**config.mk**
```make
export PLATFORM = sky130hd
export DESIGN_NAME = alu_op_sequencer
export DESIGN_NICKNAME = d
export VERILOG_FILES = /design/src/rtl/alu_seq_pkg.sv /design/src/rtl/alu_flag_gen.sv /design/src/rtl/alu_op_sequencer.sv
export SDC_FILE = /design/constraint.sdc
export NUM_CORES = 1
export LEC_CHECK = 0
export ABC_AREA = 1
export CELL_PAD_IN_SITES_DETAIL_PLACEMENT = 0
export CELL_PAD_IN_SITES_GLOBAL_PLACEMENT = 2
export CORE_MARGIN = 5
export CORE_UTILIZATION = 24
export CTS_BUF_LIST = sky130_fd_sc_hd__clkbuf_2 sky130_fd_sc_hd__clkbuf_4 sky130_fd_sc_hd__clkbuf_8
export DETAILED_ROUTE_END_ITERATION = 8
export MAX_ROUTING_LAYER = met4
export PLACE_DENSITY = 0.74
export SETUP_SLACK_MARGIN = 0.05
export SLEW_MARGIN = 20
export SYNTH_ARGS = -nofsm -noshare
export SYNTH_HDL_FRONTEND = slang
export SYNTH_HIERARCHICAL = 1
export SYNTH_SLANG_ARGS = --single-unit
```
**constraint.sdc**
```tcl
create_clock -name clk -period 1.7 [get_ports clk]
set_input_delay 0.34 -clock clk [delete_from_list [all_inputs] [get_ports clk]]
set_output_delay 0.34 -clock clk [all_outputs]
set_load 0.02 [all_outputs]
```
**src/rtl/alu_seq_pkg.sv**
```systemverilog
// Shared types and constants for the ALU operand sequencer and its flag generator.
package alu_seq_pkg;

  typedef enum logic [2:0] {
    LOAD_A  = 3'd0,
    LOAD_B  = 3'd1,
    LOAD_OP = 3'd2,
    EXEC    = 3'd3,
    DONE    = 3'd4
  } state_t;

  localparam logic [1:0] OP_ADD = 2'b00;
  localparam logic [1:0] OP_SUB = 2'b01;
  localparam logic [1:0] OP_AND = 2'b10;
  localparam logic [1:0] OP_OR  = 2'b11;

  localparam int FLAG_N = 3;
  localparam int FLAG_Z = 2;
  localparam int FLAG_C = 1;
  localparam int FLAG_V = 0;

endpackage

```
**src/rtl/alu_flag_gen.sv**
```systemverilog
// Combinational NZCV generator: N/Z come from the ALU result, C/V from a local
// (WIDTH+1)-bit recomputation of the add/subtract on the registered operands.
module alu_flag_gen
  import alu_seq_pkg::*;
#(
  parameter int WIDTH = 4
) (
  input  logic [WIDTH-1:0] a,
  input  logic [WIDTH-1:0] b,
  input  logic [1:0]       control,
  input  logic [WIDTH-1:0] result,
  output logic [3:0]       nzcv
);

  logic [WIDTH-1:0] w_b_eff;
  logic [WIDTH:0]   w_sum;
  logic             w_arith;

  always_comb begin
    w_arith = (control == OP_ADD) || (control == OP_SUB);
    // Subtract is a + ~b + 1, so the carry out means "no borrow".
    w_b_eff = (control == OP_SUB) ? ~b : b;
    w_sum   = {1'b0, a} + {1'b0, w_b_eff} + {{WIDTH{1'b0}}, (control == OP_SUB)};

    nzcv         = '0;
    nzcv[FLAG_N] = result[WIDTH-1];
    nzcv[FLAG_Z] = (result == '0);
    if (w_arith) begin
      nzcv[FLAG_C] = w_sum[WIDTH];
      nzcv[FLAG_V] = (a[WIDTH-1] == w_b_eff[WIDTH-1]) && (w_sum[WIDTH-1] != a[WIDTH-1]);
    end
  end

endmodule

```
**src/rtl/alu_op_sequencer.sv**
```systemverilog
// Serial A/B/opcode loader that drives an external combinational ALU and returns
// result plus NZCV over valid/ready. `ALU_OP_SEQUENCER_ACCUM_EN chains the result into A.
module alu_op_sequencer
  import alu_seq_pkg::*;
#(
  parameter int WIDTH = 4
) (
  input  logic             clk,
  input  logic             rst,
  input  logic [WIDTH-1:0] in_data,
  input  logic             in_valid,
  output logic             in_ready,
  output logic [WIDTH-1:0] alu_a,
  output logic [WIDTH-1:0] alu_b,
  output logic [1:0]       alu_control,
  input  logic [WIDTH-1:0] alu_result,
  output logic [WIDTH-1:0] out_result,
  output logic [3:0]       out_flags,
  output logic             out_valid,
  input  logic             out_ready
);

  state_t           r_state;
  state_t           w_next;
  logic             r_in_ready;
  logic             r_out_valid;
  logic             w_in_ready_d;
  logic             w_out_valid_d;
  logic             w_in_xfer;
  logic [WIDTH-1:0] r_alu_a;
  logic [WIDTH-1:0] r_alu_b;
  logic [1:0]       r_alu_control;
  logic [WIDTH-1:0] r_out_result;
  logic [3:0]       r_out_flags;
  logic [3:0]       w_flags;

  assign w_in_xfer = in_valid && r_in_ready;

  always_ff @(posedge clk) begin
    if (rst) r_state <= LOAD_A;
    else     r_state <= w_next;
  end

  always_comb begin
    w_next = r_state;
    case (r_state)
      LOAD_A:  if (w_in_xfer) w_next = LOAD_B;
      LOAD_B:  if (w_in_xfer) w_next = LOAD_OP;
      LOAD_OP: if (w_in_xfer) w_next = EXEC;
      EXEC:    w_next = DONE;
      DONE: begin
        if (out_ready) begin
`ifdef ALU_OP_SEQUENCER_ACCUM_EN
          w_next = LOAD_B;
`else
          w_next = LOAD_A;
`endif
        end
      end
      default: w_next = LOAD_A;
    endcase
  end

  // Handshake outputs are registered from the next state so in_ready stays low
  // through reset and rises one cycle after it releases.
  always_comb begin
    w_in_ready_d  = (w_next == LOAD_A) || (w_next == LOAD_B) || (w_next == LOAD_OP);
    w_out_valid_d = (w_next == DONE);
  end

  always_ff @(posedge clk) begin
    if (rst) begin
      r_in_ready  <= 1'b0;
      r_out_valid <= 1'b0;
    end else begin
      r_in_ready  <= w_in_ready_d;
      r_out_valid <= w_out_valid_d;
    end
  end

  alu_flag_gen #(.WIDTH(WIDTH)) u_flag_gen (
    .a       (r_alu_a),
    .b       (r_alu_b),
    .control (r_alu_control),
    .result  (alu_result),
    .nzcv    (w_flags)
  );

  always_ff @(posedge clk) begin
    if (rst) begin
      r_alu_a       <= '0;
      r_alu_b       <= '0;
      r_alu_control <= '0;
      r_out_result  <= '0;
      r_out_flags   <= '0;
    end else begin
      if (r_state == LOAD_A && w_in_xfer)  r_alu_a       <= in_data;
      if (r_state == LOAD_B && w_in_xfer)  r_alu_b       <= in_data;
      if (r_state == LOAD_OP && w_in_xfer) r_alu_control <= in_data[1:0];
      if (r_state == EXEC) begin
        r_out_result <= alu_result;
        r_out_flags  <= w_flags;
      end
`ifdef ALU_OP_SEQUENCER_ACCUM_EN
      if (r_state == DONE && out_ready) r_alu_a <= r_out_result;
`endif
    end
  end

  assign in_ready    = r_in_ready;
  assign out_valid   = r_out_valid;
  assign alu_a       = r_alu_a;
  assign alu_b       = r_alu_b;
  assign alu_control = r_alu_control;
  assign out_result  = r_out_result;
  assign out_flags   = r_out_flags;

`ifndef SYNTHESIS
  logic [WIDTH-1:0] w_chk_sum;
  assign w_chk_sum = (r_alu_control == OP_SUB) ? (r_alu_a + ~r_alu_b + {{(WIDTH-1){1'b0}}, 1'b1})
                                               : (r_alu_a + r_alu_b);
  a_alu_sum_match: assert property (@(posedge clk) disable iff (rst)
    (r_state == EXEC && !r_alu_control[1]) |-> (alu_result == w_chk_sum));
`endif

endmodule

```
==> results by group <==
STA
  • Final hold violations: 0
  • Final setup margin: 0.009152 ns
  • Slew @ Worst Pin: roughly 0.28 ns
  • Crit path time final: roughly 1.7 ns
  • RSZ-0062 raised after global routing: yes
  • # setup viols final: 0
  • Worst slew margin: roughly four fifths
  • Tcrit/Tclk final: 99.46%
  • Final Skew: approximately 0.0024 ns
  • F_max: around 600 MHz
  • Max Slew Vio Count: 0

Global route
  • Global route overflow: 0
  • Initial antenna violation count: 0
  • Vias in the first global route: approximately 1.0k
  • Largest net degree at the start of global routing: 17
  • First-pass GRT wire length: between 4000 and 5000 um
  • All-layer global routing usage: approximately a tenth

Routing
  • Antenna Nets Post-Route: 0
  • Routed via count: between 1k and 1.5k
  • Final wirelength: between 2000 and 3000 um
  • Average wire per standard cell: 12.36 um
  • DR DRC count: 0
  • Via-per-instance ratio: between 4 and 5
  • 1st-iter DRT viols: between 40 and 50
  • 1st-pass router iterations: 4

Logic synthesis
  • Register area share after synthesis: 41.63%
  • Post-synth net total: 167
  • Ys Warns: 6
  • Area leader, netlist: dfxtp_1
  • Ys flop type: dfxtp_1
  • Fraction of registers with async set/reset: 0%
  • Post-synth EDFFs: 0
  • Ranking of synthesized cells by area: dfxtp_1 (42%), nor2_1 (12%), nand2_1 (7.8%)
  • Mapped Cells: roughly 150
  • Most frequent cell after synthesis: nor2_1
  • Top cells by count, synth: nor2_1 (35), dfxtp_1 (23), nand2_1 (23), nand3_1 (13), inv_1 (10)
  • Synth Cell Area: between 1000 and 1500 um^2
  • Synth top area share: 41.63%
  • Number of synthesized register bits: 23
  • Mean Syn Cell Area: a little over 7 um^2
  • Netlist cell types: 23

Critical path
  • Crit-path max cell delay: 0.38 ns
  • Worst path required time: 1.87 ns
  • Delay-heaviest family, CP: simple AND/OR/NAND/NOR gates
  • WS Path Type: register to register
  • CP arrival: 1.86 ns
  • Nature of the critical path endpoint: register
  • Crit-path max FO: 5
  • Slowest CP cell: ha_1
  • CP Launch Type: register
  • Bufs and invs on worst path: 1
  • Crit-path cells: inv_4 -> nand2_4 -> xnor2_1 -> ha_1 -> nand2_1 -> nand3b_4 -> a21oi_4 -> nor2_2 -> o21ai_1 -> nor2_1

Clock network
  • CTS tree: done
  • Sink Count: 23
  • CTS Buffer Depth: 2
  • CTS Buf Count: 3
  • Clk pin slew, worst setup/hold paths: roughly 0.09 ns
  • Clk_lat worst skew: about 0.27 ns
  • Max H-tree Level: 1
  • Clock root buffer: clkbuf_8

Run status
  • Status: complete, no violations

Placement
  • Port Buffers: 31
  • Placed cell area: ~1500 um^2
  • Pre-CTS setup slack: 0.0002930 ns
  • Post-placement cell count: between 200 and 250
  • GP Congestion: 0.7664
  • Placed wire-length estimate: 2323 um

Layout
  • NumNets Final: 204
  • Fin cells: 240
  • # fillers: between 500 and 600
  • Multi-input gate area: approximately 590 um^2
  • Register area: 467.9 um^2
  • Share of cells above drive strength 1: 15.96%
  • Design Area, Final: 1583 um^2
  • N_diodes: 0
  • Syn-to-layout area delta: 43.10%

Hold path
  • Worst hold path type: register to register

Power
  • Sequential Power Share: about half
  • P per Cell Area: between 700 and 800 nW/um^2
  • Worst vdd ir: 318.1 uV
  • Comb pwr share: between 15 and 20%
  • Int Pwr: just over 0.8 mW
  • Total power: roughly 1.1 mW
  • P_leak: 0.7194 nW
  • Net switching power: roughly 0.3 mW
  • Net Sw Frac: 26.83%
  • Clk pwr share: between 30% and 40%

Die
  • DIE WIDTH: between 70 and 80 um
  • Initial Util: between 20% and 30%
  • Ports: 32
  • Die span in y: 77.89 um
  • Core Region: around 4400 um^2
  • Die Area: approximately 6100 um^2
  • Site row count: 24

Flow run
  • Max cap viols: 0
flip-flops by register name, indices dropped and copies added (netlist names):
name         flops
out_result       4
out_valid        1
r_state          3
alu_b            4
out_flags        4
in_ready         1
alu_control      2
alu_a            4
layout by cell type, fill, tap and decap left out:
master / netlist / layout
a21oi_1: 9 / 8
a21oi_4: 0 / 2
buf_4: 1 / 5
clkbuf_4: 0 / 1
clkbuf_8: 0 / 3
clkdlybuf4s50_1: 0 / 24
clkinv_1: 1 / 1
dfxtp_1: 23 / 21
dfxtp_4: 0 / 2
dlygate4sd2_1: 0 / 3
dlymetal6s2s_1: 0 / 4
ha_1: 3 / 3
inv_1: 10 / 10
inv_2: 4 / 3
inv_4: 0 / 1
nand2_1: 23 / 23
nand2_2: 1 / 1
nand2_4: 2 / 2
nand3_1: 13 / 13
nand3_2: 2 / 2
nand3b_4: 0 / 1
nor2_1: 35 / 35
nor2_2: 6 / 6
nor2_4: 1 / 1
nor4_1: 1 / 1
o21ai_1: 8 / 9
xnor2_1: 3 / 3
tightest hold or removal path: cells and delay by family, from the launching register on:
kind / cells / cell delay (ns)
flops: 1 / 0.33
simple gates: 2 / 0.13
per-layer routing:
layer | global-route usage, % | part of all wire (%)
met5 | - | 0
met4 | 2.577 | 0.84
met3 | 2.894 | 3.6
met2 | 15.61 | 48
met1 | 12.64 | 48
timing repair:
item,in CTS,in global routing
resized for setup,5,7
setup buffers,0,1
pin swaps,2,3
setup endpoints to repair,4,5
hold buffers,0,0
per-stage QoR:
step	TNS, ns	utilization, %	hold WS (ns)
2_1_floorplan	0	-	0.4857
3_3_place_gp	0	33.76	0.4644
3_5_place_dp	0	33.76	0.4794
4_1_cts	0	35.06	0.4983
5_1_grt	-0.1654	35.86	0.5216
6_report	0	35.86	0.4892
path summary, 6_finish.rpt:
path,from,end,slack [ns],cells past startpoint
setup / recovery,alu_control[1],out_flags[0],0.009,10
hold / removal,out_flags[0],out_flags[0],0.49,2
setup reg to reg,alu_control[1],out_flags[0],0.009,10
hold reg to reg,out_flags[0],out_flags[0],0.49,2
kinds of logic after synthesis:
group                    synth area share [%]
AO/OA/AOI/OAI                           8.936
XOR/XNOR                                2.376
flip-flops                              41.63
buffers and inverters                   7.692
AND/OR/NAND/NOR                         35.97
adder cells (fa/ha/maj)                 3.394
final cells by class:
class / instances / share of cell area, %
Multi-Input combinational cell: 110 / 37.15
Sequential cell: 23 / 29.57
Timing Repair Buffer: 36 / 22.37
Tap cell: 52 / 4.111
Inverter: 15 / 3.715
Clock buffer: 4 / 3.083
power groups by stage:
stage	combinational [mW]	sequential (mW)	clock (mW)
2_1_floorplan	0.0820	0.594	0
5_1_grt	0.198	0.571	0.403
4_1_cts	0.175	0.568	0.391
3_3_place_gp	0.175	0.581	0
6_report	0.180	0.568	0.371
3_5_place_dp	0.176	0.581	0
(Power assumes the default switching activity.)
==> edit 1 (config.mk and constraints unchanged) <==
Build with the macro `ALU_OP_SEQUENCER_ACCUM_EN` defined.
--- a/src/rtl/alu_op_sequencer.sv
+++ b/src/rtl/alu_op_sequencer.sv
@@ -1,5 +1,7 @@
 // Serial A/B/opcode loader that drives an external combinational ALU and returns
 // result plus NZCV over valid/ready. `ALU_OP_SEQUENCER_ACCUM_EN chains the result into A.
+`define ALU_OP_SEQUENCER_ACCUM_EN
+
 module alu_op_sequencer
   import alu_seq_pkg::*;
 #(
Behaviour: not the same (Yosys sat finds a counterexample within 10 cycles, from zero or initial values and one cycle with rst high).
==> edit 1 against the original RTL <==
- cell count shrank 2.1%
- cell area grew 0.55%
- worst setup slack gained 0.060 ns
- sequential cell count is the same
- wire length grew 2.5%
- count of clock-buffer cells in the layout is the same
- synthesized cell count shrank 3.3%
- combinational power shrank 13%
- total power shrank 3.2%
- synthesized area grew 1.6%
- sequential power shrank 0.7%
- hold slack gained 0.00093 ns
- first-iteration DRC count grew 57%
- highest routed layer unchanged
==> edit 1: results <==
set metrics [dict create \
    dp_hpwl_um 2360 \
    ys_top_cells_by_count "23 x dfxtp_1, 21 x nor2_1, 19 x inv_1" \
    cts_root_buf "clkbuf_8" \
    yosysUniqueCellTypes 25 \
    cp.arrival_ns 1.80 \
    drtIter0Drc 74 \
    grt_start_max_net_pins 17 \
    p_leak_nw 0.757 \
    ys_top_cells_by_area "dfxtp_1 41%, o21ai_0 7.6%, nor2_1 7.0%, inv_1 6.3%, a21oi_1 5.3%" \
    setup_viol 0 \
    peakVddDrop_mv 0.357 \
    hold_class "reg -> reg" \
    fin_nets 199 \
    cts_buffers 3 \
    crit_path_max_fanout 4 \
    placed_cell_area_mm2 0.00150 \
    grt_util_all_layers_pct 10.5 \
    layout-drive-gt1-share_pct 15.8 \
    cts_buffer_depth 2 \
    grt_pass1_vias 1056 \
    met3_usage_pct 2.75 \
    slew_violations 0 \
    wirelength_um 3040 \
    grt_use_met2_pct 16.2 \
    fillers 477 \
    vias_per_cell 4.47 \
    yosysSeqAreaShare_pct 41.0 \
    ant_nets 0 \
    htreeDepth 1 \
    dp_slack_ns 0.00291 \
    routabilityCongestion 0.819 \
    antenna_found_initial 0 \
    grt_pass1_wl_um 5060 \
    async_reset_ff_share_pct 0 \
    synth_warnings 6 \
    grt_use_met1_pct 14.2 \
    place.port_buffers 31 \
    clkTransAtPathRegs_ns 0.08 \
    diodes 0 \
    worst_clock_skew_ns 0.00544 \
    relSlewSlack_pct 81.4 \
    drt_first_pass_iters 6 \
    insertion_delay_ns 0.27 \
    synth_nets 162 \
    status "completed" \
]
## edit 1: area by class of cell
class	instances	area, um2	area share, %
Timing Repair Buffer	36	355	22.3
Sequential cell	23	468	29.4
Clock buffer	4	48.8	3.07
Tap cell	52	65.1	4.09
Inverter	21	78.8	4.95
Multi-Input combinational cell	99	576	36.2
## edit 1: through the flow
| stage | power [W] | hold slack (ns) | std cells | utilization [%] |
|---|---|---|---|---|
| after detailed placement | 0.000733 | 0.481 | 230 | 33.8 |
| final | 0.00108 | 0.490 | 235 | 35.8 |
| after global routing | 0.00115 | 0.528 | 235 | 35.8 |
| after floorplan | 0.000660 | 0.475 | 147 | - |
| after CTS | 0.00111 | 0.497 | 235 | 35.0 |
| after global placement | 0.000730 | 0.475 | 230 | 33.8 |
## edit 1: path summary, 6_finish.rpt
check / slack [ns] / endpoint / depth (start not counted) / start
setup reg to reg: 0.07 / out_flags[0]$_SDFFE_PP0N_ / 10 / alu_control[1]$_SDFFE_PP0P_
hold / removal: 0.49 / out_result[1]$_SDFFE_PP0N_ / 2 / out_result[1]$_SDFFE_PP0N_
setup / recovery: 0.07 / out_flags[0]$_SDFFE_PP0N_ / 10 / alu_control[1]$_SDFFE_PP0P_
hold reg to reg: 0.49 / out_result[1]$_SDFFE_PP0N_ / 2 / out_result[1]$_SDFFE_PP0N_
## edit 1: where the power goes
part	total (W)	switching, W	internal, W
registers	0.000564	0.0000145	0.000550
logic	0.000157	0.0000828	0.0000737
clock network	0.000362	0.000179	0.000183
total	0.00108	0.000276	0.000807
## edit 1: kinds of logic (layout without fill, tap and decap cells)
kind of cell    Yosys count  in the layout  share of synthesized area [%]
compound gates           30             30                           13.7
xor+xnor                  3              3                           2.34
fa+ha+maj                 3              3                           3.34
buf+inv                  25             61                           10.0
flops                    23             23                           41.0
simple gates             63             63                           29.6
## edit 1: critical path, cell delays in order, from the launching register on
cell and delay [ns]:
dfxtp_4 0.35, inv_2 0.06, nand2_4 0.07, xnor2_1 0.13, ha_1 0.33, nand2_1 0.07, nand3b_4 0.16, a21oi_2 0.15
nor2_2 0.05, o21ai_2 0.11, nor2_1 0.05
## edit 1: what timing repair did
item,CTS,global route
gates resized for setup,4,11
setup endpoints to repair,5,7
pin swaps,3,2
setup buffers,1,0
## edit 1: per-layer routing
metal,vias up,wire (um)
met4,0,34
met1,461,1500
met2,31,1350
met3,5,158
met5,-,0
li1,553,-
==> edit 2 (same settings) <==
Made on the original files. Reset style: asynchronous (`rst`), changed in 3 clocked blocks.
--- a/src/rtl/alu_op_sequencer.sv
+++ b/src/rtl/alu_op_sequencer.sv
@@ -36,7 +36,7 @@
 
   assign w_in_xfer = in_valid && r_in_ready;
 
-  always_ff @(posedge clk) begin
+  always_ff @(posedge clk or posedge rst) begin
     if (rst) r_state <= LOAD_A;
     else     r_state <= w_next;
   end
@@ -68,7 +68,7 @@
     w_out_valid_d = (w_next == DONE);
   end
 
-  always_ff @(posedge clk) begin
+  always_ff @(posedge clk or posedge rst) begin
     if (rst) begin
       r_in_ready  <= 1'b0;
       r_out_valid <= 1'b0;
@@ -86,7 +86,7 @@
     .nzcv    (w_flags)
   );
 
-  always_ff @(posedge clk) begin
+  always_ff @(posedge clk or posedge rst) begin
     if (rst) begin
       r_alu_a       <= '0;
       r_alu_b       <= '0;
Formal check against the unedited RTL: differs if rst is asserted again (counterexample within 4 cycles, from zero or initial values and one cycle with rst high); with rst held inactive, the same outputs for 10 cycles.
==> edit 2 against the original RTL <==
- cell area is 3.9% higher
- sequential cell count stayed put
- highest routed layer unchanged
- largest cell class is now flip-flops and latches
- worst setup slack better by 0.074 ns
- synthesized area is 2.7% higher
- wire length is 0.67% higher
- clock skew hardly changed
Power is not compared: it rests on default switching activity, and its combinational part moved more than twofold at a synthesized area within 25%.
==> edit 2: results <==
set metrics [dict create \
    status "completed" \
    cts_buffer_depth 2 \
    grt_start_max_net_pins 24 \
    drt_first_pass_iters 4 \
    place.port_buffers 31 \
    crit_path_max_fanout 4 \
    cp_slowest_stage_delay_ns 0.41 \
    relSlewSlack_pct 76.2 \
    hold_class "in -> async" \
    yosysSeqAreaShare_pct 50.7 \
    vias 1009 \
    cts_buffers 3 \
    routabilityCongestion 0.748 \
    critical-path-slowest-cell "dfrtp_2" \
    synth_nets 151 \
    drtIter0Drc 57 \
    ys_top_cells_by_area "dfrtp_1 51%, nand2_1 16%, nand3_1 8.8%, inv_1 4.0%, ha_1 3.3%" \
    synth_warnings 6 \
    wire_per_inst_um 13.0 \
    dp_hpwl_um 2280 \
    power.switching_w 0.00149 \
    antenna_found_initial 0 \
    worst_clock_skew_ns 0.00279 \
    cp.arrival_ns 1.83 \
    yosysUniqueCellTypes 21 \
    p_leak_nw 0.885 \
    diodes 0 \
    fin_nets 192 \
    insertion_delay_ns 0.26 \
    ys_top_cells_by_count "48 x nand2_1, 23 x dfrtp_1, 20 x nand3_1" \
    grt_pass1_wl_um 4970 \
    grt_util_all_layers_pct 10.5 \
    async_reset_ff_share_pct 100 \
    startpoint "alu_control[1]$_DFFE_PP0P_" \
    layout-drive-gt1-share_pct 14.8 \
    cts_root_buf "clkbuf_8" \
    htreeDepth 1 \
    clkTransAtPathRegs_ns 0.08 \
    crit_family "flip-flops" \
    peakVddDrop_mv 0.574 \
]
==> edit 2: final cells by class <==
cell class | instances | area (um2)
Inverter | 13 | 48.8
Multi-Input combinational cell | 97 | 531
Tap cell | 54 | 67.6
Clock inverter | 1 | 5.00
Timing Repair Buffer | 39 | 374
Clock buffer | 3 | 41.3
Sequential cell | 23 | 577
Fill cell | 478 | 3020
==> edit 2: timing repair <==
action	in CTS	in global routing
pin swaps	6	8
endpoints found under the setup margin	6	6
setup buffers	2	1
gates resized for setup	5	6
==> edit 2: kinds of logic after synthesis <==
family                   share of synthesized area, %
AO/OA/AOI/OAI                                    2.53
XOR/XNOR                                         2.31
adder cells (fa/ha/maj)                          3.30
buffers and inverters                            5.84
flip-flops                                       50.7
AND/OR/NAND/NOR                                  35.4
==> edit 2: power groups by stage <==
stage | sequential [W] | combinational, W | clock [W]
finish | 0.000996 | 0.00199 | 0.000342
global route | 0.00103 | 0.00220 | 0.000384
CTS | 0.000997 | 0.00196 | 0.000359
detailed placement | 0.00101 | 0.00197 | 0
global placement | 0.00100 | 0.00194 | 0
floorplan | 0.00125 | 0.000949 | 0
==> edit 2: routing by layer <==
layer / global-route usage (%) / vias up / part of all wire (%)
met5: - / - / 0
met4: 4.72 / 0 / 2.2
met3: 1.59 / 5 / 2.6
met2: 17.1 / 19 / 50
met1: 12.9 / 468 / 45
li1: - / 517 / -
==> edit 2: path summary, 6_finish.rpt <==
kind / to / slack, ns / cells after the start
max: out_flags[1]$_DFFE_PP0N_ / 0.08 / 11
min reg2reg: out_result[3]$_DFFE_PP0N_ / 0.48 / 2
max in group asynchronous: alu_control[1]$_DFFE_PP0P_ / 1.02 / 3
max reg2reg: out_flags[1]$_DFFE_PP0N_ / 0.08 / 11
min in group clk: out_result[3]$_DFFE_PP0N_ / 0.48 / 2
min: out_flags[0]$_DFFE_PP0N_ / 0.42 / 3
==> edit 2: worst min-delay path, cell delays in order <==
cell	delay [ns]
clkdlybuf4s50_1	0.40
inv_1	0.05
buf_4	0.29
==> edit 2: through the flow <==
stage               setup WS (ns)  util (%)  cell area (um2)  hold slack (ns)  instances
finish                     0.0832      35.3             1640            0.417        230
global route              -0.0521      35.3             1640            0.466        230
CTS                        0.0461      34.6             1610            0.434        229
detailed placement         0.0204      33.4             1560            0.465        223
global placement           0.0915      33.4             1560            0.457        223
floorplan                  0.0261         -             1160            0.342        136
